--- config.mk ---
export PLATFORM = sky130hd
export DESIGN_NAME = score_display_ctrl_flat
export DESIGN_NICKNAME = d
export VERILOG_FILES = /design/src/rtl/score_display_ctrl_pkg.sv /design/src/rtl/score_display_ctrl_if.sv /design/src/rtl/score_display_ctrl_enc.sv /design/src/rtl/score_display_ctrl.sv /design/src/flat_wrapper.sv
export SDC_FILE = /design/constraint.sdc
export NUM_CORES = 1
export LEC_CHECK = 0
export CAP_MARGIN = 10
export CELL_PAD_IN_SITES_DETAIL_PLACEMENT = 0
export CELL_PAD_IN_SITES_GLOBAL_PLACEMENT = 1
export CORE_MARGIN = 2
export CORE_UTILIZATION = 42
export DETAILED_ROUTE_END_ITERATION = 8
export PLACE_DENSITY_LB_ADDON = 0.15
export SYNTH_ARGS = -nofsm -noshare
export SYNTH_HDL_FRONTEND = slang
export SYNTH_SLANG_ARGS = --single-unit
--- constraint.sdc ---
create_clock -name clk -period 4.4 [get_ports clk]
set_input_delay 0.88 -clock clk [delete_from_list [all_inputs] [get_ports clk]]
set_output_delay 0.88 -clock clk [all_outputs]
set_load 0.005 [all_outputs]
--- src/rtl/score_display_ctrl_pkg.sv ---
// ============================================================
// Package : spaceship_pkg
// Shared seven-segment patterns, widths and conversion states.
// Rev     : 1.0
// ============================================================
`default_nettype none

package spaceship_pkg;

  localparam int SCORE_W = 9;
  localparam int BCD_W   = 12;

  localparam logic [6:0] SEG_BLANK = 7'b1111111;

  // Active-low segments, bit order gfedcba
  localparam logic [6:0] SEG_DIGIT [0:9] = '{
    7'b1000000, 7'b1111001, 7'b0100100, 7'b0110000, 7'b0011001,
    7'b0010010, 7'b0000010, 7'b1111000, 7'b0000000, 7'b0010000
  };

  typedef enum logic [1:0] {
    ST_IDLE  = 2'd0,
    ST_SHIFT = 2'd1,
    ST_LOAD  = 2'd2
  } conv_state_e;

endpackage

`default_nettype wire

--- src/rtl/score_display_ctrl_if.sv ---
// ============================================================
// Interface : score_display_ctrl_if
// Game-event inputs and score/display outputs of the score block.
// Rev       : 1.0
// ============================================================
`default_nettype none

interface score_display_ctrl_if;
  import spaceship_pkg::*;

  logic               add_req;
  logic [3:0]         add_amt;
  logic               sub_req;
  logic [3:0]         sub_amt;
  logic               clr;
  logic [SCORE_W-1:0] score;
  logic               sat;
  logic               busy;
  logic [6:0]         hex0;
  logic [6:0]         hex1;
  logic [6:0]         hex2;
  logic [6:0]         hex3;

  modport master (
    output add_req, add_amt, sub_req, sub_amt, clr,
    input  score, sat, busy, hex0, hex1, hex2, hex3
  );

  modport slave (
    input  add_req, add_amt, sub_req, sub_amt, clr,
    output score, sat, busy, hex0, hex1, hex2, hex3
  );

endinterface

`default_nettype wire

--- src/rtl/score_display_ctrl_enc.sv ---
// ============================================================
// Module : bcd_digit_enc
// BCD nibble to active-low seven-segment pattern, with blanking.
// Rev    : 1.0
// ============================================================
`default_nettype none

module bcd_digit_enc
  import spaceship_pkg::*;
(
  input  logic [3:0] nibble,
  input  logic       blank,
  output logic [6:0] seg
);

  always_comb begin
    seg = SEG_BLANK;
    if (!blank && (nibble <= 4'd9)) begin
      seg = SEG_DIGIT[nibble];
    end
  end

endmodule

`default_nettype wire

--- src/rtl/score_display_ctrl.sv ---
// ============================================================
// Module : score_display_ctrl
// Saturating 9-bit score with shift-add-3 decimal display sequencer.
// Rev    : 1.0
// ============================================================
`default_nettype none

module score_display_ctrl
  import spaceship_pkg::*;
#(
  parameter int MAX_SCORE = 511,
  parameter bit BLANK_LZ  = 1'b0
) (
  input  logic                 clk,
  input  logic                 rst_n,
  score_display_ctrl_if.slave  bus
);

  localparam logic [10:0] c_max_net = 11'(MAX_SCORE);
  localparam logic [6:0]  c_hex_hi  = BLANK_LZ ? SEG_BLANK : SEG_DIGIT[0];

  conv_state_e        state_q, state_d;
  logic [SCORE_W-1:0] score_q, score_d;
  logic               sat_q, sat_d;
  logic               dirty_q, dirty_d;
  logic [SCORE_W-1:0] bin_q, bin_d;
  logic [BCD_W-1:0]   bcd_q, bcd_d;
  logic [3:0]         cnt_q, cnt_d;
  logic [6:0]         hex0_q, hex0_d;
  logic [6:0]         hex1_q, hex1_d;
  logic [6:0]         hex2_q, hex2_d;

  logic [10:0]        w_net;
  logic [BCD_W-1:0]   w_adj;
  logic               w_start;
  logic [2:0]         w_blank;
  logic [6:0]         w_seg [3];

  // Bit 10 of the 11-bit net acts as the sign; anything negative clips to 0
  always_comb begin
    w_net   = 11'(score_q)
            + (bus.add_req ? 11'(bus.add_amt) : 11'd0)
            - (bus.sub_req ? 11'(bus.sub_amt) : 11'd0);
    score_d = score_q;
    sat_d   = 1'b0;
    if (bus.clr) begin
      score_d = '0;
    end else if (w_net[10]) begin
      score_d = '0;
      sat_d   = 1'b1;
    end else if (w_net > c_max_net) begin
      score_d = c_max_net[SCORE_W-1:0];
      sat_d   = 1'b1;
    end else begin
      score_d = w_net[SCORE_W-1:0];
    end
  end

  always_ff @(posedge clk or negedge rst_n) begin
    if (!rst_n) begin
      state_q <= ST_IDLE;
    end else begin
      state_q <= state_d;
    end
  end

  // A pending change seen at LOAD chains straight into the next conversion
  always_comb begin
    state_d = state_q;
    case (state_q)
      ST_IDLE:  if (dirty_q) state_d = ST_SHIFT;
      ST_SHIFT: if (cnt_q == 4'd8) state_d = ST_LOAD;
      ST_LOAD:  state_d = dirty_q ? ST_SHIFT : ST_IDLE;
      default:  state_d = ST_IDLE;
    endcase
  end

  assign w_start = dirty_q && ((state_q == ST_IDLE) || (state_q == ST_LOAD));

  always_comb begin
    w_adj = bcd_q;
    for (int i = 0; i < 3; i++) begin
      if (bcd_q[4*i +: 4] >= 4'd5) begin
        w_adj[4*i +: 4] = bcd_q[4*i +: 4] + 4'd3;
      end
    end
  end

  assign w_blank[0] = 1'b0;
  assign w_blank[1] = BLANK_LZ && (bcd_q[11:8] == 4'd0) && (bcd_q[7:4] == 4'd0);
  assign w_blank[2] = BLANK_LZ && (bcd_q[11:8] == 4'd0);

  generate
    for (genvar g = 0; g < 3; g++) begin : g_enc
      bcd_digit_enc u_enc (
        .nibble (bcd_q[4*g +: 4]),
        .blank  (w_blank[g]),
        .seg    (w_seg[g])
      );
    end
  endgenerate

  always_comb begin
    dirty_d = (w_start ? 1'b0 : dirty_q) | (score_d != score_q);
    bin_d   = bin_q;
    bcd_d   = bcd_q;
    cnt_d   = cnt_q;
    hex0_d  = hex0_q;
    hex1_d  = hex1_q;
    hex2_d  = hex2_q;
    if (w_start) begin
      bin_d = score_q;
      bcd_d = '0;
      cnt_d = '0;
    end else if (state_q == ST_SHIFT) begin
      {bcd_d, bin_d} = {w_adj, bin_q} << 1;
      cnt_d          = cnt_q + 4'd1;
    end
    if (state_q == ST_LOAD) begin
      hex0_d = w_seg[0];
      hex1_d = w_seg[1];
      hex2_d = w_seg[2];
    end
  end

  always_ff @(posedge clk or negedge rst_n) begin
    if (!rst_n) begin
      score_q <= '0;
      sat_q   <= 1'b0;
      dirty_q <= 1'b0;
      bin_q   <= '0;
      bcd_q   <= '0;
      cnt_q   <= '0;
      hex0_q  <= SEG_DIGIT[0];
      hex1_q  <= c_hex_hi;
      hex2_q  <= c_hex_hi;
    end else begin
      score_q <= score_d;
      sat_q   <= sat_d;
      dirty_q <= dirty_d;
      bin_q   <= bin_d;
      bcd_q   <= bcd_d;
      cnt_q   <= cnt_d;
      hex0_q  <= hex0_d;
      hex1_q  <= hex1_d;
      hex2_q  <= hex2_d;
    end
  end

  assign bus.score = score_q;
  assign bus.sat   = sat_q;
  assign bus.busy  = (state_q != ST_IDLE);
  assign bus.hex0  = hex0_q;
  assign bus.hex1  = hex1_q;
  assign bus.hex2  = hex2_q;
  assign bus.hex3  = c_hex_hi;

endmodule

`default_nettype wire

--- src/flat_wrapper.sv ---
// flat-port wrapper written by rule: the top's interface ports become plain ports
module score_display_ctrl_flat import spaceship_pkg::*;
#(
  parameter int MAX_SCORE = 511,
  parameter bit BLANK_LZ  = 1'b0
)
  (clk, rst_n, bus_add_req, bus_add_amt, bus_sub_req, bus_sub_amt, bus_clr, bus_score, bus_sat, bus_busy, bus_hex0, bus_hex1, bus_hex2, bus_hex3);
  score_display_ctrl_if bus_i ();
  input  logic clk;
  input  logic rst_n;
  input wire logic [$bits(bus_i.add_req)-1:0] bus_add_req;
  input wire logic [$bits(bus_i.add_amt)-1:0] bus_add_amt;
  input wire logic [$bits(bus_i.sub_req)-1:0] bus_sub_req;
  input wire logic [$bits(bus_i.sub_amt)-1:0] bus_sub_amt;
  input wire logic [$bits(bus_i.clr)-1:0] bus_clr;
  output wire logic [$bits(bus_i.score)-1:0] bus_score;
  output wire logic [$bits(bus_i.sat)-1:0] bus_sat;
  output wire logic [$bits(bus_i.busy)-1:0] bus_busy;
  output wire logic [$bits(bus_i.hex0)-1:0] bus_hex0;
  output wire logic [$bits(bus_i.hex1)-1:0] bus_hex1;
  output wire logic [$bits(bus_i.hex2)-1:0] bus_hex2;
  output wire logic [$bits(bus_i.hex3)-1:0] bus_hex3;
  assign bus_i.add_req = bus_add_req;
  assign bus_i.add_amt = bus_add_amt;
  assign bus_i.sub_req = bus_sub_req;
  assign bus_i.sub_amt = bus_sub_amt;
  assign bus_i.clr = bus_clr;
  assign bus_score = bus_i.score;
  assign bus_sat = bus_i.sat;
  assign bus_busy = bus_i.busy;
  assign bus_hex0 = bus_i.hex0;
  assign bus_hex1 = bus_i.hex1;
  assign bus_hex2 = bus_i.hex2;
  assign bus_hex3 = bus_i.hex3;
  score_display_ctrl #(.MAX_SCORE(MAX_SCORE), .BLANK_LZ(BLANK_LZ)) u_core (.clk(clk), .rst_n(rst_n), .bus(bus_i));
endmodule
==> impl_metrics.prom <==
# TYPE chip_impl_metric gauge
chip_impl_metric{name="dp_hpwl",unit="um"} 6070
chip_impl_metric{name="power_consumption",unit="mW"} 3.76
chip_impl_metric{name="cts_hold_bufs",unit=""} 0
chip_impl_metric{name="max_slew.worst_pin.slew",unit="ps"} 758
chip_impl_info{name="timing.setup.critical_path_class",value="input port to register"} 1
chip_impl_metric{name="postLayoutCellArea",unit="mm2"} 0.00453
chip_impl_metric{name="period_utilization",unit=""} 0.896
chip_impl_info{name="synth_top_flop_cell",value="sky130_fd_sc_hd__dfrtp_1"} 1
chip_impl_info{name="status",value="finished, final reports clean"} 1
chip_impl_metric{name="syn_area",unit="mm2"} 0.00385
chip_impl_metric{name="slew_violations",unit=""} 0
chip_impl_metric{name="postPlaceCellArea",unit="mm2"} 0.00436
chip_impl_metric{name="post_cts.repair.setup_buffers",unit=""} 0
chip_impl_metric{name="die_h",unit="um"} 99.8
chip_impl_metric{name="clk_pin_slew_worst_paths",unit="ps"} 60
chip_impl_metric{name="p_per_cell_area",unit="mW/mm2"} 829
chip_impl_metric{name="synth_cell_types",unit=""} 57
chip_impl_metric{name="die_w",unit="um"} 99.8
chip_impl_info{name="type_of_the_worst_min_delay_path",value="register to register"} 1
chip_impl_metric{name="diodes",unit=""} 0
chip_impl_metric{name="max_cap_violations",unit=""} 0
chip_impl_metric{name="track_usage",unit=""} 0.177
chip_impl_metric{name="post_synth_inst_count",unit=""} 428
chip_impl_info{name="startpoint_of_the_lowest_slack_register_to_register_path",value="u_core.bus.score[3]"} 1
chip_impl_metric{name="hold_depth",unit=""} 2
chip_impl_metric{name="setup-tns-final",unit="ps"} 0
chip_impl_metric{name="cts.sink_count",unit=""} 59
chip_impl_metric{name="grt_pass1_vias",unit=""} 2948
chip_impl_metric{name="reg2reg_setup_slack",unit="ps"} 1050
chip_impl_metric{name="cp_max_fo",unit=""} 6
chip_impl_info{name="end_kind",value="register"} 1
chip_impl_metric{name="worst_ir_drop_vdd",unit="mV"} 0.268
chip_impl_info{name="worst_setup_path_startpoint",value="bus_sub_req"} 1
chip_impl_metric{name="sequential_fraction_of_the_synthesis_area",unit=""} 0.384
chip_impl_metric{name="hold_viol_final",unit=""} 0
chip_impl_metric{name="dp.cells",unit=""} 564
chip_impl_metric{name="grt_pass1_wl",unit="um"} 14400
chip_impl_metric{name="overflow",unit=""} 0
chip_impl_metric{name="cts_buffer_depth",unit=""} 2
chip_impl_metric{name="placeableCoreArea",unit="mm2"} 0.00881
chip_impl_metric{name="timing.max_slew.rel_slack",unit=""} 0.493
chip_impl_metric{name="drcViolationCount",unit=""} 0
chip_impl_metric{name="critPathArrivalTime",unit="ps"} 4130
chip_impl_info{name="start_kind",value="input port"} 1
chip_impl_metric{name="drt_wl_total",unit="um"} 8320
chip_impl_metric{name="yosys_reg_bits",unit=""} 59
chip_impl_metric{name="required",unit="ps"} 4590
chip_impl_metric{name="post_cts_resize_count",unit=""} 0
chip_impl_metric{name="dieArea",unit="mm2"} 0.00996
chip_impl_metric{name="synth.yosys.warnings",unit=""} 0
chip_impl_metric{name="drt_first_pass_iters",unit=""} 4
chip_impl_metric{name="route.detailed.vias_per_inst",unit=""} 5.35
chip_impl_metric{name="row_count",unit=""} 34
chip_impl_metric{name="io_pins",unit=""} 52
chip_impl_info{name="regToRegEndpoint",value="u_core.dirty_q"} 1
chip_impl_metric{name="avgSynthCellArea",unit="um2"} 9.01
chip_impl_metric{name="start_util",unit=""} 0.438
chip_impl_metric{name="synth-edff-count",unit=""} 0
chip_impl_metric{name="synth-async-reset-ratio",unit=""} 1.00
chip_impl_metric{name="fin_crit",unit="ps"} 3940
chip_impl_metric{name="final_cell_count_no_fill",unit=""} 579
chip_impl_metric{name="numPortBuffers",unit=""} 44
chip_impl_metric{name="layout-area-overhead-vs-synth",unit="%"} 17.6
chip_impl_info{name="crit_path_end",value="u_core.dirty_q"} 1
chip_impl_info{name="cts.root.buffer_cell",value="sky130_fd_sc_hd__clkbuf_8"} 1
chip_impl_metric{name="fmax",unit="MHz"} 254
chip_impl_metric{name="routed-via-count",unit=""} 3097
chip_impl_metric{name="gpl.final_weighted_congestion",unit=""} 0.898
chip_impl_metric{name="finish.net_count",unit=""} 512
chip_impl_metric{name="worst_skew_pair.late_latency",unit="ps"} 330
chip_impl_metric{name="routedWlPerCell",unit="um"} 14.4
chip_impl_metric{name="drt.antenna.violating_nets",unit=""} 0
chip_impl_metric{name="setup_violations",unit=""} 0
chip_impl_metric{name="cts.htree.levels",unit=""} 3
chip_impl_metric{name="cts-buffers-inserted",unit=""} 9
chip_impl_metric{name="hold_ws",unit="ps"} 493
chip_impl_metric{name="p_leak",unit="nW"} 2.07
chip_impl_info{name="synth.largest_area_cell",value="sky130_fd_sc_hd__dfrtp_1"} 1
chip_impl_metric{name="antenna_found_initial",unit=""} 0
chip_impl_info{name="grt_setup_unrepaired",value="no"} 1
chip_impl_metric{name="synth_top_area_share",unit=""} 0.364
chip_impl_info{name="synth.top_cells.by_area",value="sky130_fd_sc_hd__dfrtp_1 (36%), sky130_fd_sc_hd__ha_1 (9.1%), sky130_fd_sc_hd__a21oi_1 (4.7%)"} 1
chip_impl_info{name="cts_tree",value="yes"} 1
chip_impl_metric{name="reg2regPathDepth",unit=""} 11
chip_impl_metric{name="post_route_cells_drive_above_1_share",unit=""} 0.0701
chip_impl_metric{name="grt_max_degree",unit=""} 60
chip_impl_metric{name="fin_worst_skew",unit="ps"} 6.74
chip_impl_metric{name="drt_iter0_drc",unit=""} 134
flip-flops by register name, summed over array words and instances (netlist names):
register,count
u_core.bus.hex1,7
u_core.bcd_q,12
u_core.state_q,2
u_core.bus.score,9
u_core.dirty_q,1
u_core.bin_q,9
u_core.cnt_q,4
u_core.bus.hex0,7
u_core.bus.sat,1
u_core.bus.hex2,7
cell families after synthesis:
family | after synthesis | share of synthesized area
adders and majority gates | 32 | 0.112
muxes | 10 | 0.0260
other | 2 | 0.00195
AOI/OAI and AO/OA | 122 | 0.219
xor gates and xnor gates | 13 | 0.0295
buffers and inverters | 58 | 0.0646
DFF | 59 | 0.384
and+or+nand+nor | 132 | 0.164
critical path: stages:
cell and delay (ps):
sky130_fd_sc_hd__clkdlybuf4s50_1 440, sky130_fd_sc_hd__and2_1 190, sky130_fd_sc_hd__fa_1 500, sky130_fd_sc_hd__inv_1 40
sky130_fd_sc_hd__ha_1 340, sky130_fd_sc_hd__and2_4 170, sky130_fd_sc_hd__a221oi_1 390, sky130_fd_sc_hd__nand2_1 250
sky130_fd_sc_hd__o311ai_0 360, sky130_fd_sc_hd__a31oi_1 200, sky130_fd_sc_hd__a211oi_1 250, sky130_fd_sc_hd__nand4_1 120
worst min path at each step:
stage,startpoint,end,slack [ps]
after global placement,u_core.cnt_q[3],u_core.cnt_q[3],480
after detailed placement,u_core.cnt_q[3],u_core.cnt_q[3],480
after CTS,u_core.cnt_q[3],u_core.cnt_q[3],490
after floorplan,u_core.cnt_q[3],u_core.cnt_q[3],460
final,u_core.bus.hex1[1],u_core.bus.hex1[1],490
after global routing,u_core.cnt_q[3],u_core.cnt_q[3],510
placed cells by master (no fill, tap or decap), types with 4 or more instances in the layout:
cell type / instances
sky130_fd_sc_hd__o21ai_0: 24
sky130_fd_sc_hd__xnor2_1: 7
sky130_fd_sc_hd__buf_4: 7
sky130_fd_sc_hd__a21oi_1: 36
sky130_fd_sc_hd__a21o_1: 7
sky130_fd_sc_hd__mux2i_1: 10
sky130_fd_sc_hd__clkdlybuf4s50_1: 43
sky130_fd_sc_hd__nand2b_1: 10
sky130_fd_sc_hd__conb_1: 7
sky130_fd_sc_hd__nor2_1: 43
sky130_fd_sc_hd__a22o_1: 10
sky130_fd_sc_hd__nand2_1: 34
sky130_fd_sc_hd__and2_1: 6
sky130_fd_sc_hd__xor2_1: 6
sky130_fd_sc_hd__nor2b_1: 6
sky130_fd_sc_hd__fa_1: 4
sky130_fd_sc_hd__inv_1: 30
sky130_fd_sc_hd__nand4_1: 5
sky130_fd_sc_hd__ha_1: 28
sky130_fd_sc_hd__clkbuf_8: 11
sky130_fd_sc_hd__nand3_1: 9
sky130_fd_sc_hd__o22a_1: 14
sky130_fd_sc_hd__dfrtp_1: 56
cell usage after synthesis, types with 9 or more instances:
master	number
sky130_fd_sc_hd__dfrtp_1	56
sky130_fd_sc_hd__nor2_1	43
sky130_fd_sc_hd__ha_1	28
sky130_fd_sc_hd__a22o_1	10
sky130_fd_sc_hd__o22a_1	14
sky130_fd_sc_hd__nand2b_1	10
sky130_fd_sc_hd__nand3_1	9
sky130_fd_sc_hd__nand2_1	34
sky130_fd_sc_hd__clkbuf_1	17
sky130_fd_sc_hd__mux2i_1	10
sky130_fd_sc_hd__inv_1	30
sky130_fd_sc_hd__a21oi_1	36
sky130_fd_sc_hd__o21ai_0	24
where the power goes:
| group | internal (mW) | switching (mW) | leakage (nW) |
|---|---|---|---|
| clock | 0.231 | 0.200 | 0.0855 |
| sequential | 0.780 | 0.256 | 0.754 |
| combinational | 1.10 | 1.19 | 1.23 |
| total | 2.11 | 1.65 | 2.07 |
per-stage QoR:
stage	utilization	worst slack, ps
after global routing	0.515	247
after CTS	0.515	455
after detailed placement	0.495	109
after floorplan	-	815
after global placement	0.495	174
final	0.515	460
layer usage:
| metal | vias up | track usage | wire [um] |
|---|---|---|---|
| met5 | - | 0 | 0 |
| met4 | 0 | 0.0485 | 120 |
| met3 | 16 | 0.0425 | 426 |
| met2 | 83 | 0.271 | 3740 |
| met1 | 1437 | 0.253 | 4030 |
| li1 | 1561 | - | - |
final cells by class:
class | instances | area, um2
clock inverters | 2 | 12.5
clock buffers | 13 | 159
well taps | 108 | 135
flip-flops and latches | 59 | 1480
fillers | 855 | 4270
inverters | 30 | 113
repair buffers | 51 | 488
multi-input cells | 316 | 2150
(Power assumes the default switching activity.)
